`config.mk`:
```
export PLATFORM = sky130hd
export DESIGN_NAME = vv_mac_engine
export DESIGN_NICKNAME = d
export VERILOG_FILES = /design/src/rtl/vv_mac_engine.sv
export SDC_FILE = /design/constraint.sdc
export NUM_CORES = 1
export LEC_CHECK = 0
export BUFFER_PORTS_ARGS = -buffer_cell sky130_fd_sc_hd__clkbuf_2
export CAP_MARGIN = 20
export CORE_ASPECT_RATIO = 1.2
export CORE_UTILIZATION = 45
export CTS_BUF_LIST = sky130_fd_sc_hd__clkbuf_8
export DETAILED_ROUTE_END_ITERATION = 10
export PLACE_DENSITY = 0.67
export SETUP_SLACK_MARGIN = 0.2
export SLEW_MARGIN = 20
export SYNTH_ARGS = -nofsm -noshare
export SYNTH_HDL_FRONTEND = slang
export SYNTH_SLANG_ARGS = --single-unit
```
`constraint.sdc`:
```
create_clock -name clk -period 5.2 [get_ports clk]
set_input_delay 1.3 -clock clk [delete_from_list [all_inputs] [get_ports clk]]
set_output_delay 1.3 -clock clk [all_outputs]
set_load 0.03 [all_outputs]
```
`src/rtl/vv_mac_engine.sv`:
```
// vv_mac_engine: vector-vector engine with host-loadable operand BRAMs A/B and
// a result BRAM. Runtime element-wise multiply (mode 0) or dot product (mode 1).
// Optional macro VV_RELU_EN: with SIGNED=1, results with MSB set are written as 0.
module vv_mac_engine #(
   parameter int unsigned DW         = 8,
   parameter int unsigned N          = 4,
   parameter int unsigned BRAM_DEPTH = 32,
   parameter int unsigned SIGNED     = 0,
   parameter int unsigned AW         = $clog2(BRAM_DEPTH),
   parameter int unsigned RW         = 2*DW + $clog2(N)
) (
   input  logic          clk,
   input  logic          rst,
   input  logic          start,
   input  logic          mode,
   input  logic [AW-1:0] len,
   output logic          busy,
   output logic          done,
   output logic [RW-1:0] dot_out,
   input  logic [AW-1:0] rom_vec_a_wr_addr,
   input  logic [DW-1:0] rom_vec_a_wr_data,
   input  logic          rom_vec_a_wr_we,
   input  logic [AW-1:0] rom_vec_b_wr_addr,
   input  logic [DW-1:0] rom_vec_b_wr_data,
   input  logic          rom_vec_b_wr_we,
   input  logic [AW-1:0] ram_rd_addr,
   output logic [RW-1:0] ram_rd_data
);

   localparam int unsigned PW = 2*DW;

   localparam logic [1:0] S_IDLE  = 2'd0;
   localparam logic [1:0] S_RUN   = 2'd1;
   localparam logic [1:0] S_DRAIN = 2'd2;
   localparam logic [1:0] S_DONE  = 2'd3;

   logic [DW-1:0] mem_a [BRAM_DEPTH];
   logic [DW-1:0] mem_b [BRAM_DEPTH];
   logic [RW-1:0] mem_r [BRAM_DEPTH];

   logic [1:0]    state_q, state_d;
   logic [AW-1:0] cnt_q, cnt_d;
   logic          drain_q, drain_d;
   logic [AW-1:0] len_q, len_d;
   logic          mode_q, mode_d;
   logic [RW-1:0] acc_q, acc_d;
   logic          busy_q, busy_d;
   logic          done_q, done_d;
   logic [RW-1:0] dot_q, dot_d;
   logic [RW-1:0] rd_data_q;

   logic [DW-1:0] a_rd_q, b_rd_q;
   logic          v1_q, v2_q;
   logic [AW-1:0] idx1_q, idx2_q;
   logic [RW-1:0] prod_q;

   logic signed [PW-1:0] a_s, b_s, prod_s;
   logic [PW-1:0]        a_u, b_u, prod_u;
   logic [RW-1:0]        prod_c;
   logic [AW-1:0]        len_clamp_c;
   logic                 res_we_c;
   logic [AW-1:0]        res_addr_c;
   logic [RW-1:0]        res_wdata_c;

   // Negative results forced to zero when the rectifier is built in
   function automatic logic [RW-1:0] relu(input logic [RW-1:0] x);
`ifdef VV_RELU_EN
      if ((SIGNED != 0) && x[RW-1]) relu = '0;
      else                          relu = x;
`else
      relu = x;
`endif
   endfunction

   // Product of the BRAM read data, extended to accumulator width
   always_comb begin
      a_s    = PW'($signed(a_rd_q));
      b_s    = PW'($signed(b_rd_q));
      prod_s = a_s * b_s;
      a_u    = PW'(a_rd_q);
      b_u    = PW'(b_rd_q);
      prod_u = a_u * b_u;
      if (SIGNED != 0) prod_c = RW'(prod_s);
      else             prod_c = RW'(prod_u);
   end

   assign len_clamp_c = (len > AW'(N)) ? AW'(N) : len;

   // Next-state, accumulator and result-write control
   always_comb begin
      state_d     = state_q;
      cnt_d       = cnt_q;
      drain_d     = drain_q;
      len_d       = len_q;
      mode_d      = mode_q;
      acc_d       = acc_q;
      dot_d       = dot_q;
      res_we_c    = 1'b0;
      res_addr_c  = idx2_q;
      res_wdata_c = relu(prod_q);

      if (v2_q) begin
         acc_d = acc_q + prod_q;
         if (!mode_q) res_we_c = 1'b1;
      end

      case (state_q)
         S_IDLE: begin
            if (start) begin
               len_d   = len_clamp_c;
               mode_d  = mode;
               acc_d   = '0;
               cnt_d   = '0;
               drain_d = 1'b0;
               state_d = (len_clamp_c == '0) ? S_DONE : S_RUN;
            end
         end
         S_RUN: begin
            cnt_d = cnt_q + AW'(1);
            if (cnt_q == len_q - AW'(1)) state_d = S_DRAIN;
         end
         S_DRAIN: begin
            drain_d = 1'b1;
            if (drain_q) begin
               state_d = S_DONE;
               // Last product enters the sum this cycle; publish it with done
               if (mode_q) begin
                  res_we_c    = 1'b1;
                  res_addr_c  = '0;
                  res_wdata_c = relu(acc_d);
                  dot_d       = relu(acc_d);
               end
            end
         end
         default: state_d = S_IDLE;
      endcase

      busy_d = (state_d != S_IDLE);
      done_d = (state_d == S_DONE);
   end

   // Control state, pipeline valids, outputs and registered result read
   always_ff @(posedge clk or posedge rst) begin
      if (rst) begin
         state_q   <= S_IDLE;
         cnt_q     <= '0;
         drain_q   <= 1'b0;
         len_q     <= '0;
         mode_q    <= 1'b0;
         acc_q     <= '0;
         busy_q    <= 1'b0;
         done_q    <= 1'b0;
         dot_q     <= '0;
         rd_data_q <= '0;
         v1_q      <= 1'b0;
         v2_q      <= 1'b0;
         idx1_q    <= '0;
         idx2_q    <= '0;
         prod_q    <= '0;
      end else begin
         state_q   <= state_d;
         cnt_q     <= cnt_d;
         drain_q   <= drain_d;
         len_q     <= len_d;
         mode_q    <= mode_d;
         acc_q     <= acc_d;
         busy_q    <= busy_d;
         done_q    <= done_d;
         dot_q     <= dot_d;
         rd_data_q <= mem_r[ram_rd_addr];
         v1_q      <= (state_q == S_RUN);
         v2_q      <= v1_q;
         idx1_q    <= cnt_q;
         idx2_q    <= idx1_q;
         prod_q    <= prod_c;
      end
   end

   // BRAM arrays: host writes (blocked while busy), operand reads, result writes
   always_ff @(posedge clk) begin
      if (rom_vec_a_wr_we && !busy_q) mem_a[rom_vec_a_wr_addr] <= rom_vec_a_wr_data;
      if (rom_vec_b_wr_we && !busy_q) mem_b[rom_vec_b_wr_addr] <= rom_vec_b_wr_data;
      a_rd_q <= mem_a[cnt_q];
      b_rd_q <= mem_b[cnt_q];
      if (res_we_c) mem_r[res_addr_c] <= res_wdata_c;
   end

   assign busy        = busy_q;
   assign done        = done_q;
   assign dot_out     = dot_q;
   assign ram_rd_data = rd_data_q;

endmodule

```
==> impl_table.tex, run 1 <==
\begin{tabular}{lr}
\hline
Metric & Value \\
\hline
\multicolumn{2}{l}{\textbf{Outcome}} \\
\quad Result of the run & finished clean \\
\multicolumn{2}{l}{\textbf{Timing}} \\
\quad RSZ-0062 raised after global routing & false \\
\quad Setup total negative slack & 0 ns \\
\quad Achievable clock frequency & around 0.23 GHz \\
\quad Final worst path period share & 0.8270 \\
\quad \# setup viols final & 0 \\
\quad Worst-Margin Slew & roughly 1.2 ns \\
\quad Max-slew headroom at the worst pin & 0.2190 \\
\quad Fin crit period & 4.300 ns \\
\quad Hold Vio Cnt, Final & 0 \\
\quad Setup clock skew after layout & about 0.046 ns \\
\quad Final Max Slew Viols & 0 \\
\multicolumn{2}{l}{\textbf{Layout}} \\
\quad Layout overhead on the synthesized area & 11.91\% \\
\quad Share of layout cells above drive strength 1 & 0.2425 \\
\quad Net count, final & 2903 \\
\quad Final cell area excluding filler cells & between 0.05 and 0.06 mm\^{}2 \\
\quad Utilization after layout & 0.5108 \\
\multicolumn{2}{l}{\textbf{Synthesis}} \\
\quad Most used flip-flop cell after synthesis & sky130\_fd\_sc\_hd\_\_edfxtp\_1 \\
\quad Yosys reg bits & $\sim$1200 \\
\quad Sequential element share of the synthesized area & 0.7267 \\
\quad Synthesis Warnings & 0 \\
\quad Gate count after technology mapping & 2580 \\
\quad Average size of a mapped cell & 18.90 um\^{}2 \\
\quad Synthesized area & $\sim$0.049 mm\^{}2 \\
\quad Count of distinct cell types in the synthesized netlist & 66 \\
\quad Count of flip-flops with a built-in enable after synthesis & 1088 \\
\quad Synthesized net count & roughly 2700 \\
\quad Share of synthesized registers carrying an async set or reset & 0.08153 \\
\multicolumn{2}{l}{\textbf{Clock network}} \\
\quad Clock latency at the later pin of the worst-skew pair & 0.87 ns \\
\quad Max Buffers Root-to-Sink & 3 \\
\quad Number of H-tree levels & 4 \\
\quad \# clock sinks & about 1200 \\
\quad Worst-path clk slew & around 0.06 ns \\
\quad Post-cts sizing count & 0 \\
\quad Number of buffers added to fix hold violations after cts & 0 \\
\quad Root buffer cell & sky130\_fd\_sc\_hd\_\_clkbuf\_8 \\
\quad TritonCTS clock tree & yes \\
\quad Setup Fix Bufs, Post-CTS & 0 \\
\quad Clock buffers created by TritonCTS & about 190 \\
\multicolumn{2}{l}{\textbf{Setup path}} \\
\quad Capturing element type of the critical path & flip-flop \\
\quad Startpoint type of the worst setup path & flip-flop \\
\quad Kind of critical path & reg -> reg \\
\quad Worst-path maximum fanout & 8 \\
\quad Required time of the critical path & about 5.9 ns \\
\quad R2R cell count & 14 \\
\quad Worst Path Arrival & 5.03 ns \\
\quad Setup slack of the worst register-to-register path & approximately 0.9 ns \\
\multicolumn{2}{l}{\textbf{Global route}} \\
\quad Number of antenna violations at the first check in global routing & 3 \\
\quad Pin count of the biggest net entering global routing & 69 \\
\quad Aggregate global routing overflow & 0 \\
\quad All-Layer GR Usage & 0.2034 \\
\quad Vias in the first global route & between 20000 and 30000 \\
\quad Global-route wire length before repair & $\sim$160 mm \\
\multicolumn{2}{l}{\textbf{Die}} \\
\quad Floorplan row count & between 100 and 150 \\
\quad Width of the chip & approximately 300 um \\
\quad Area of the core region & approximately 0.11 mm\^{}2 \\
\quad DIE AREA & 0.1097 mm\^{}2 \\
\quad Io pins & 80 \\
\quad Vertical die dimension & 362.6 um \\
\quad Effective utilization at floorplan & 0.4564 \\
\multicolumn{2}{l}{\textbf{Placed design}} \\
\quad Routability congestion estimate & between 0.8 and 0.9 \\
\quad Port bufs & 79 \\
\quad Dpl hpwl & around 67 mm \\
\quad Cell area after placement & roughly 0.05 mm\^{}2 \\
\multicolumn{2}{l}{\textbf{Pwr}} \\
\quad Max VDD drop & $\sim$550 uV \\
\quad Comb pwr share & 0.330 \\
\quad Design internal power & $\sim$0.019 W \\
\quad Clock network fraction of design power & 0.250 \\
\quad Reported leakage power & around 18 nW \\
\quad Sequential share of power & 0.420 \\
\quad Psw & between 0.009 and 0.01 W \\
\quad Power per standard cell area & 539.2 mW/mm\^{}2 \\
\quad Sw Ratio & 0.3381 \\
\multicolumn{2}{l}{\textbf{Drt}} \\
\quad Detailed-route vias per instance & 5.744 \\
\quad Antenna Violating Nets Remaining & 0 \\
\quad Post-route DRC & 0 \\
\quad WL/cell & between 20 and 30 um \\
\quad Detailed-routing iteration count for the pre-antenna-repair pass & 9 \\
\quad Total number of vias & approximately 25000 \\
\quad Total Wirelength & $\sim$110 mm \\
\quad DRC marker count from the first detailed-route iteration & between 2000 and 2500 \\
\multicolumn{2}{l}{\textbf{Hold path}} \\
\quad Path category of the worst min-delay check & reg -> reg \\
\quad Min-Delay Path Depth & 0 \\
\multicolumn{2}{l}{\textbf{Run}} \\
\quad \# Max-Cap Violations & 0 \\
\hline
\end{tabular}
-- cells in the final DEF, fill, tap and decap left out, types with 40 or more instances in the layout --
| cell type | instances |
|---|---|
| sky130_fd_sc_hd__mux2i_1 | 105 |
| sky130_fd_sc_hd__mux4_2 | 260 |
| sky130_fd_sc_hd__nand2_1 | 112 |
| sky130_fd_sc_hd__dfrtp_1 | 96 |
| sky130_fd_sc_hd__ha_1 | 54 |
| sky130_fd_sc_hd__buf_4 | 40 |
| sky130_fd_sc_hd__o221ai_1 | 64 |
| sky130_fd_sc_hd__clkbuf_8 | 193 |
| sky130_fd_sc_hd__clkbuf_2 | 76 |
| sky130_fd_sc_hd__and2_1 | 48 |
| sky130_fd_sc_hd__nor2_1 | 127 |
| sky130_fd_sc_hd__o21ai_0 | 52 |
| sky130_fd_sc_hd__a21oi_1 | 49 |
| sky130_fd_sc_hd__edfxtp_1 | 1088 |
| sky130_fd_sc_hd__inv_1 | 132 |
-- power by group through the flow --
stage	clock network [W]	registers, W	logic [W]
finish	0.00737	0.0124	0.00970
global route	0.00786	0.0124	0.0109
CTS	0.00749	0.0124	0.00976
detailed placement	0	0.0126	0.00970
global placement	0	0.0125	0.00954
floorplan	0	0.0124	0.00717
-- Yosys cell counts (16+ instances only) --
cell type,instances,area (um^2)
sky130_fd_sc_hd__mux4_2,260,5856
sky130_fd_sc_hd__mux2_2,19,214.0
sky130_fd_sc_hd__o221ai_1,64,560.5
sky130_fd_sc_hd__a21oi_1,54,270.3
sky130_fd_sc_hd__nand2_1,113,424.2
sky130_fd_sc_hd__o21ai_0,53,265.3
sky130_fd_sc_hd__mux2i_1,105,1051
sky130_fd_sc_hd__xnor2_1,20,175.2
sky130_fd_sc_hd__clkbuf_1,71,266.5
sky130_fd_sc_hd__fa_1,37,740.7
sky130_fd_sc_hd__ha_1,54,675.7
sky130_fd_sc_hd__dfrtp_1,98,2452
sky130_fd_sc_hd__buf_2,25,125.1
sky130_fd_sc_hd__inv_1,66,247.7
sky130_fd_sc_hd__o22ai_1,16,100.1
sky130_fd_sc_hd__nand3_1,25,125.1
sky130_fd_sc_hd__and2_1,48,300.3
sky130_fd_sc_hd__dfxtp_1,16,320.3
sky130_fd_sc_hd__nor2_1,160,600.6
sky130_fd_sc_hd__buf_1,20,75.07
sky130_fd_sc_hd__edfxtp_1,1088,32670
-- per-stage QoR --
step           power [W]  hold WS, ns  setup WS, ns  instances
2_1_floorplan    0.01955       0.3312         1.155       2580
3_3_place_gp     0.02207       0.3357        0.9496       3978
3_5_place_dp     0.02227       0.3401        0.9264       3978
4_1_cts          0.02963       0.3202        0.9054       4314
5_1_grt          0.03121       0.3390        0.6739       4320
6_report         0.02943       0.3253        0.8995       4320
-- area by class of cell --
cell class	count	area (um^2)
Fill cell	8515	52280
Sequential cell	1202	35450
Multi-Input combinational cell	1188	12790
Clock buffer	193	2656
Tap cell	1396	1747
Timing Repair Buffer	126	843.3
Clock inverter	143	824.5
Inverter	67	254.0
Antenna cell	5	12.51
-- path summary, 6_finish.rpt --
check	from	endpoint
worst max-delay path	b_rd_q[2]	prod_q[12]
worst min-delay path	idx1_q[2]	idx2_q[2]
worst max register to register	b_rd_q[2]	prod_q[12]
worst min register to register	idx1_q[2]	idx2_q[2]
max in group asynchronous	rst	cnt_q[1]
min in group asynchronous	rst	dot_out[7]
-- registers in the layout, summed over array words and instances (netlist names) --
signal	count
mem_r	576
mem_a	256
mem_b	256
acc_q	18
dot_out	18
ram_rd_data	18
prod_q	16
a_rd_q	8
b_rd_q	8
cnt_q	5
idx1_q	5
idx2_q	5
len_q	5
state_q	2
busy	1
done	1
drain_q	1
mode_q	1
v1_q	1
v2_q	1
-- per-layer routing --
layer,GRT usage,up-vias,part of all wire
met5,0,-,0.00020
met1,0.2512,12880,0.39
li1,-,10780,-
met3,0.04457,198,0.068
met4,0.07577,4,0.029
met2,0.3489,949,0.52
-- kinds of logic after synthesis --
logic type                 after synthesis  synth area share
adders and majority gates               91           0.02904
buffers and inverters                  190           0.01619
xor gates and xnor gates                24          0.004310
AOI/OAI and AO/OA                      263           0.03717
DFF                                   1202            0.7267
muxes                                  384            0.1460
and+or+nand+nor                        426           0.04058
-- worst max-delay path, cell delays in order, from the launching register on --
cell and delay, ns:
sky130_fd_sc_hd__dfxtp_1 0.38, sky130_fd_sc_hd__and2_1 0.21, sky130_fd_sc_hd__fa_1 0.54, sky130_fd_sc_hd__inv_1 0.07
sky130_fd_sc_hd__fa_1 0.55, sky130_fd_sc_hd__fa_1 0.42, sky130_fd_sc_hd__fa_1 0.49, sky130_fd_sc_hd__inv_1 0.04
sky130_fd_sc_hd__ha_1 0.30, sky130_fd_sc_hd__or2_2 0.30, sky130_fd_sc_hd__a21oi_1 0.14, sky130_fd_sc_hd__inv_1 0.06
sky130_fd_sc_hd__o211ai_1 0.11, sky130_fd_sc_hd__or4b_1 0.45, sky130_fd_sc_hd__o311ai_0 0.11
Power figures use the tool's default switching activity.
==> run 2: changes to the inputs <==
--- a/config.mk
+++ b/config.mk
@@ -5,6 +5,7 @@
 export SDC_FILE = /design/constraint.sdc
 export NUM_CORES = 1
 export LEC_CHECK = 0
+export ABC_AREA = 1
 export BUFFER_PORTS_ARGS = -buffer_cell sky130_fd_sc_hd__clkbuf_2
 export CAP_MARGIN = 20
 export CORE_ASPECT_RATIO = 1.2
==> constraint.sdc (replaced) <==
create_clock -name clk -period 4.15 [get_ports clk]
set_input_delay 1.0375 -clock clk [delete_from_list [all_inputs] [get_ports clk]]
set_output_delay 1.0375 -clock clk [all_outputs]
set_load 0.03 [all_outputs]
==> impl_table.tex, run 2 <==
\begin{tabular}{lr}
\hline
Metric & Value \\
\hline
\multicolumn{2}{l}{\textbf{Outcome}} \\
\quad Result of the run & finished clean \\
\multicolumn{2}{l}{\textbf{Timing}} \\
\quad Achievable clock frequency & about 0.26 GHz \\
\quad Fin crit period & between 3 and 4 ns \\
\quad Max-slew headroom at the worst pin & 0.3084 \\
\quad Setup total negative slack & 0 ns \\
\quad Worst-Margin Slew & between 1 and 1.5 ns \\
\quad Final worst path period share & 0.9363 \\
\quad Final Max Slew Viols & 0 \\
\quad RSZ-0062 raised after global routing & true \\
\quad Setup clock skew after layout & $\sim$0.052 ns \\
\quad \# setup viols final & 0 \\
\quad Hold Vio Cnt, Final & 0 \\
\multicolumn{2}{l}{\textbf{Synthesis}} \\
\quad Synthesis Warnings & 0 \\
\quad Synthesized area & between 0.05 and 0.06 mm\^{}2 \\
\quad Average size of a mapped cell & between 10 and 15 um\^{}2 \\
\quad Area share of the largest cell type after synthesis & 0.6527 \\
\quad Top cells by area in the synthesized netlist & sky130\_fd\_sc\_hd\_\_edfxtp\_1 (65\%), sky130\_fd\_sc\_hd\_\_dfrtp\_1 (4.9\%), sky130\_fd\_sc\_hd\_\_nand2\_1 (4.8\%), sky130\_fd\_sc\_hd\_\_o21ai\_0 (4.3\%), sky130\_fd\_sc\_hd\_\_nor2\_1 (4.0\%) \\
\quad Dominant cell type by area after synthesis & sky130\_fd\_sc\_hd\_\_edfxtp\_1 \\
\quad Count of distinct cell types in the synthesized netlist & 42 \\
\quad Sequential element share of the synthesized area & 0.7081 \\
\quad Most frequent cells after synthesis & sky130\_fd\_sc\_hd\_\_edfxtp\_1 (1088), sky130\_fd\_sc\_hd\_\_nand2\_1 (638), sky130\_fd\_sc\_hd\_\_nor2\_1 (536) \\
\quad Count of flip-flops with a built-in enable after synthesis & $\sim$1100 \\
\quad Yosys reg bits & 1202 \\
\quad Synthesized net count & $\sim$4200 \\
\quad Share of synthesized registers carrying an async set or reset & 0.08153 \\
\quad Gate count after technology mapping & about 4100 \\
\quad Most used flip-flop cell after synthesis & sky130\_fd\_sc\_hd\_\_edfxtp\_1 \\
\quad Dominant cell by count in the synthesized netlist & sky130\_fd\_sc\_hd\_\_edfxtp\_1 \\
\multicolumn{2}{l}{\textbf{Pwr}} \\
\quad Reported leakage power & roughly 20 nW \\
\quad Comb pwr share & 0.381 \\
\quad Psw & $\sim$0.015 W \\
\quad Clock network fraction of design power & 0.230 \\
\quad Max VDD drop & between 800 and 900 uV \\
\quad Power per standard cell area & approximately 710 mW/mm\^{}2 \\
\quad Sequential share of power & 0.389 \\
\quad Design internal power & $\sim$0.025 W \\
\quad Sw Ratio & 0.3733 \\
\multicolumn{2}{l}{\textbf{Placed design}} \\
\quad Port bufs & just under 80 \\
\quad Dpl hpwl & between 70 and 80 mm \\
\quad Cell area after placement & 0.05231 mm\^{}2 \\
\quad Post-placement cell count & approximately 5500 \\
\quad Routability congestion estimate & a little under 0.9 \\
\multicolumn{2}{l}{\textbf{Drt}} \\
\quad Post-route DRC & 0 \\
\quad Antenna Violating Nets Remaining & 0 \\
\quad Total Wirelength & roughly 120 mm \\
\quad Detailed-route vias per instance & 5.500 \\
\quad Total number of vias & between 30000 and 40000 \\
\quad Detailed-routing iteration count for the pre-antenna-repair pass & 6 \\
\quad DRC marker count from the first detailed-route iteration & 2906 \\
\quad WL/cell & between 20 and 25 um \\
\multicolumn{2}{l}{\textbf{Global route}} \\
\quad Met2 layer usage reported by global route & 0.3729 \\
\quad Global-route wire length before repair & 186.0 mm \\
\quad GRT met3 Usage & 0.03439 \\
\quad All-Layer GR Usage & 0.2174 \\
\quad Number of antenna violations at the first check in global routing & 1 \\
\quad Aggregate global routing overflow & 0 \\
\quad Vias in the first global route & 31180 \\
\quad Met1 Use GR & 0.2739 \\
\quad Pin count of the biggest net entering global routing & around 170 \\
\quad Peak-usage layer in the global routing report & met2 \\
\multicolumn{2}{l}{\textbf{Clock network}} \\
\quad Number of H-tree levels & 4 \\
\quad Clock latency at the later pin of the worst-skew pair & between 0.8 and 0.9 ns \\
\quad Max Buffers Root-to-Sink & 3 \\
\quad Clock buffers created by TritonCTS & 181 \\
\quad TritonCTS clock tree & yes \\
\quad Worst-path clk slew & around 0.060 ns \\
\quad \# clock sinks & 1202 \\
\quad Root buffer cell & sky130\_fd\_sc\_hd\_\_clkbuf\_8 \\
\multicolumn{2}{l}{\textbf{Layout}} \\
\quad Post-route insts no fill & 5810 \\
\quad Flip-flop count of the largest register, all copies and words added & $\sim$580 \\
\quad Layout overhead on the synthesized area & 11.59\% \\
\quad Most used cells in the layout excluding fill and tap cells & sky130\_fd\_sc\_hd\_\_edfxtp\_1 (1088), sky130\_fd\_sc\_hd\_\_nand2\_1 (634), sky130\_fd\_sc\_hd\_\_nor2\_1 (504), sky130\_fd\_sc\_hd\_\_o21ai\_0 (435), sky130\_fd\_sc\_hd\_\_inv\_1 (254) \\
\quad Final cell area excluding filler cells & $\sim$0.056 mm\^{}2 \\
\quad Net count, final & about 4300 \\
\quad Utilization after layout & 0.5078 \\
\quad Most frequent standard cell in the layout excluding fill and tap cells & sky130\_fd\_sc\_hd\_\_edfxtp\_1 \\
\quad Most flop-heavy register & mem\_r \\
\quad Largest registers & mem\_r (576), mem\_a (256), mem\_b (256) \\
\quad Share of layout cells above drive strength 1 & 0.1152 \\
\multicolumn{2}{l}{\textbf{Setup path}} \\
\quad Startpoint type of the worst setup path & flip-flop \\
\quad Worst-path maximum fanout & 5 \\
\quad Startpoint of the worst register-to-register path & b\_rd\_q[4] \\
\quad Capturing element type of the critical path & flip-flop \\
\quad FF-to-FF End & prod\_q[12] \\
\quad Worst Path Arrival & around 4.7 ns \\
\quad Setup slack of the worst register-to-register path & about 0.26 ns \\
\quad R2R cell count & 17 \\
\quad Kind of critical path & reg -> reg \\
\quad Required time of the critical path & roughly 4.9 ns \\
\multicolumn{2}{l}{\textbf{Hold path}} \\
\quad Path category of the worst min-delay check & in -> async \\
\multicolumn{2}{l}{\textbf{Die}} \\
\quad DIE AREA & $\sim$0.11 mm\^{}2 \\
\quad Area of the core region & about 0.11 mm\^{}2 \\
\quad Io pins & 80 \\
\quad Floorplan row count & around 130 \\
\quad Width of the chip & $\sim$300 um \\
\quad Effective utilization at floorplan & 0.4551 \\
\quad Vertical die dimension & $\sim$370 um \\
\multicolumn{2}{l}{\textbf{Run}} \\
\quad \# Max-Cap Violations & 0 \\
\hline
\end{tabular}
-- run 2: cell types whose count changed in the layout (fill, tap and decap cells not counted), moves of 41 or more --
cell	previous run	this run
sky130_fd_sc_hd__mux2i_1	105	64
sky130_fd_sc_hd__mux4_2	260	0
sky130_fd_sc_hd__nor2_1	127	504
sky130_fd_sc_hd__buf_4	40	94
sky130_fd_sc_hd__o211ai_1	4	45
sky130_fd_sc_hd__o221ai_1	64	130
sky130_fd_sc_hd__and2_1	48	0
sky130_fd_sc_hd__o22ai_1	16	81
sky130_fd_sc_hd__o21ai_0	52	435
sky130_fd_sc_hd__nand2_1	112	634
sky130_fd_sc_hd__a21oi_1	49	142
sky130_fd_sc_hd__inv_1	132	254
sky130_fd_sc_hd__nand3_1	24	156
-- run 2: worst max-delay path by stage --
stage | startpoint | slack, ns | cells after the start | to
2_1_floorplan | b_rd_q[2] | 0.31 | 20 | prod_q[14]
3_3_place_gp | a_rd_q[3] | 0.1 | 19 | prod_q[14]
3_5_place_dp | a_rd_q[1] | 0.1 | 17 | prod_q[14]
4_1_cts | b_rd_q[2] | 0.21 | 15 | prod_q[15]
5_1_grt | b_rd_q[4] | 0.17 | 18 | prod_q[14]
6_report | b_rd_q[4] | 0.26 | 17 | prod_q[12]
-- run 2: power by group through the flow --
stage               Combinational [W]  Clock [W]  Sequential [W]
floorplan                     0.00961          0          0.0156
global placement               0.0136          0          0.0156
detailed placement             0.0138          0          0.0156
CTS                            0.0141    0.00925          0.0153
global route                   0.0167    0.00975          0.0154
finish                         0.0151    0.00909          0.0154
-- run 2: through the flow --
| stage | total power, W | hold slack (ns) | worst slack [ns] |
|---|---|---|---|
| floorplan | 0.02516 | 0.3312 | 0.3085 |
| global placement | 0.02918 | 0.3349 | 0.09542 |
| detailed placement | 0.02943 | 0.3362 | 0.09709 |
| CTS | 0.03870 | 0.1920 | 0.2099 |
| global route | 0.04190 | 0.2538 | 0.1672 |
| finish | 0.03953 | 0.2475 | 0.2643 |
-- run 2: worst max-delay path, cell delays in order (launching register included) --
cell and delay [ns]:
sky130_fd_sc_hd__dfxtp_2 0.40, sky130_fd_sc_hd__buf_4 0.16, sky130_fd_sc_hd__nand2_1 0.08, sky130_fd_sc_hd__fa_1 0.38
sky130_fd_sc_hd__inv_1 0.08, sky130_fd_sc_hd__fa_1 0.45, sky130_fd_sc_hd__fa_1 0.55, sky130_fd_sc_hd__inv_1 0.05
sky130_fd_sc_hd__fa_1 0.47, sky130_fd_sc_hd__inv_1 0.06, sky130_fd_sc_hd__ha_4 0.28, sky130_fd_sc_hd__a21oi_1 0.06
sky130_fd_sc_hd__o21a_1 0.20, sky130_fd_sc_hd__o21ai_2 0.10, sky130_fd_sc_hd__nand2_2 0.10, sky130_fd_sc_hd__buf_4 0.14
sky130_fd_sc_hd__nand3_1 0.08, sky130_fd_sc_hd__xor2_1 0.15
-- run 2: kinds of logic after synthesis --
family	after synthesis	share of synthesized area
multiplexers	64	0.01280
XOR/XNOR	23	0.004025
AND/OR/NAND/NOR	1358	0.1071
flip-flops	1202	0.7081
AO/OA/AOI/OAI	863	0.1010
buffers and inverters	449	0.03864
adder cells (fa/ha/maj)	91	0.02830
-- run 2: metal layers --
| layer | part of all wire | up-vias |
|---|---|---|
| li1 | - | 14830 |
| met1 | 0.40 | 15780 |
| met2 | 0.51 | 1105 |
| met3 | 0.057 | 233 |
| met4 | 0.035 | 0 |
| met5 | 0 | - |
-- run 2: layout make-up --
type / instances / area (um^2)
Clock buffer: 191 / 2629
Fill cell: 9387 / 54140
Antenna cell: 1 / 2.502
Inverter: 209 / 799.5
Sequential cell: 1202 / 35470
Multi-Input combinational cell: 2399 / 12860
Clock inverter: 129 / 730.7
Timing Repair Buffer: 194 / 1508
Tap cell: 1485 / 1858
-- run 2: timing repair --
action / 4_1_cts / 5_1_grt
setup buffers: 0 / 5
endpoints found under the setup margin: 2 / 6
hold buffers: 0 / 0
gates resized for setup: 5 / 32
pin swaps: 0 / 11
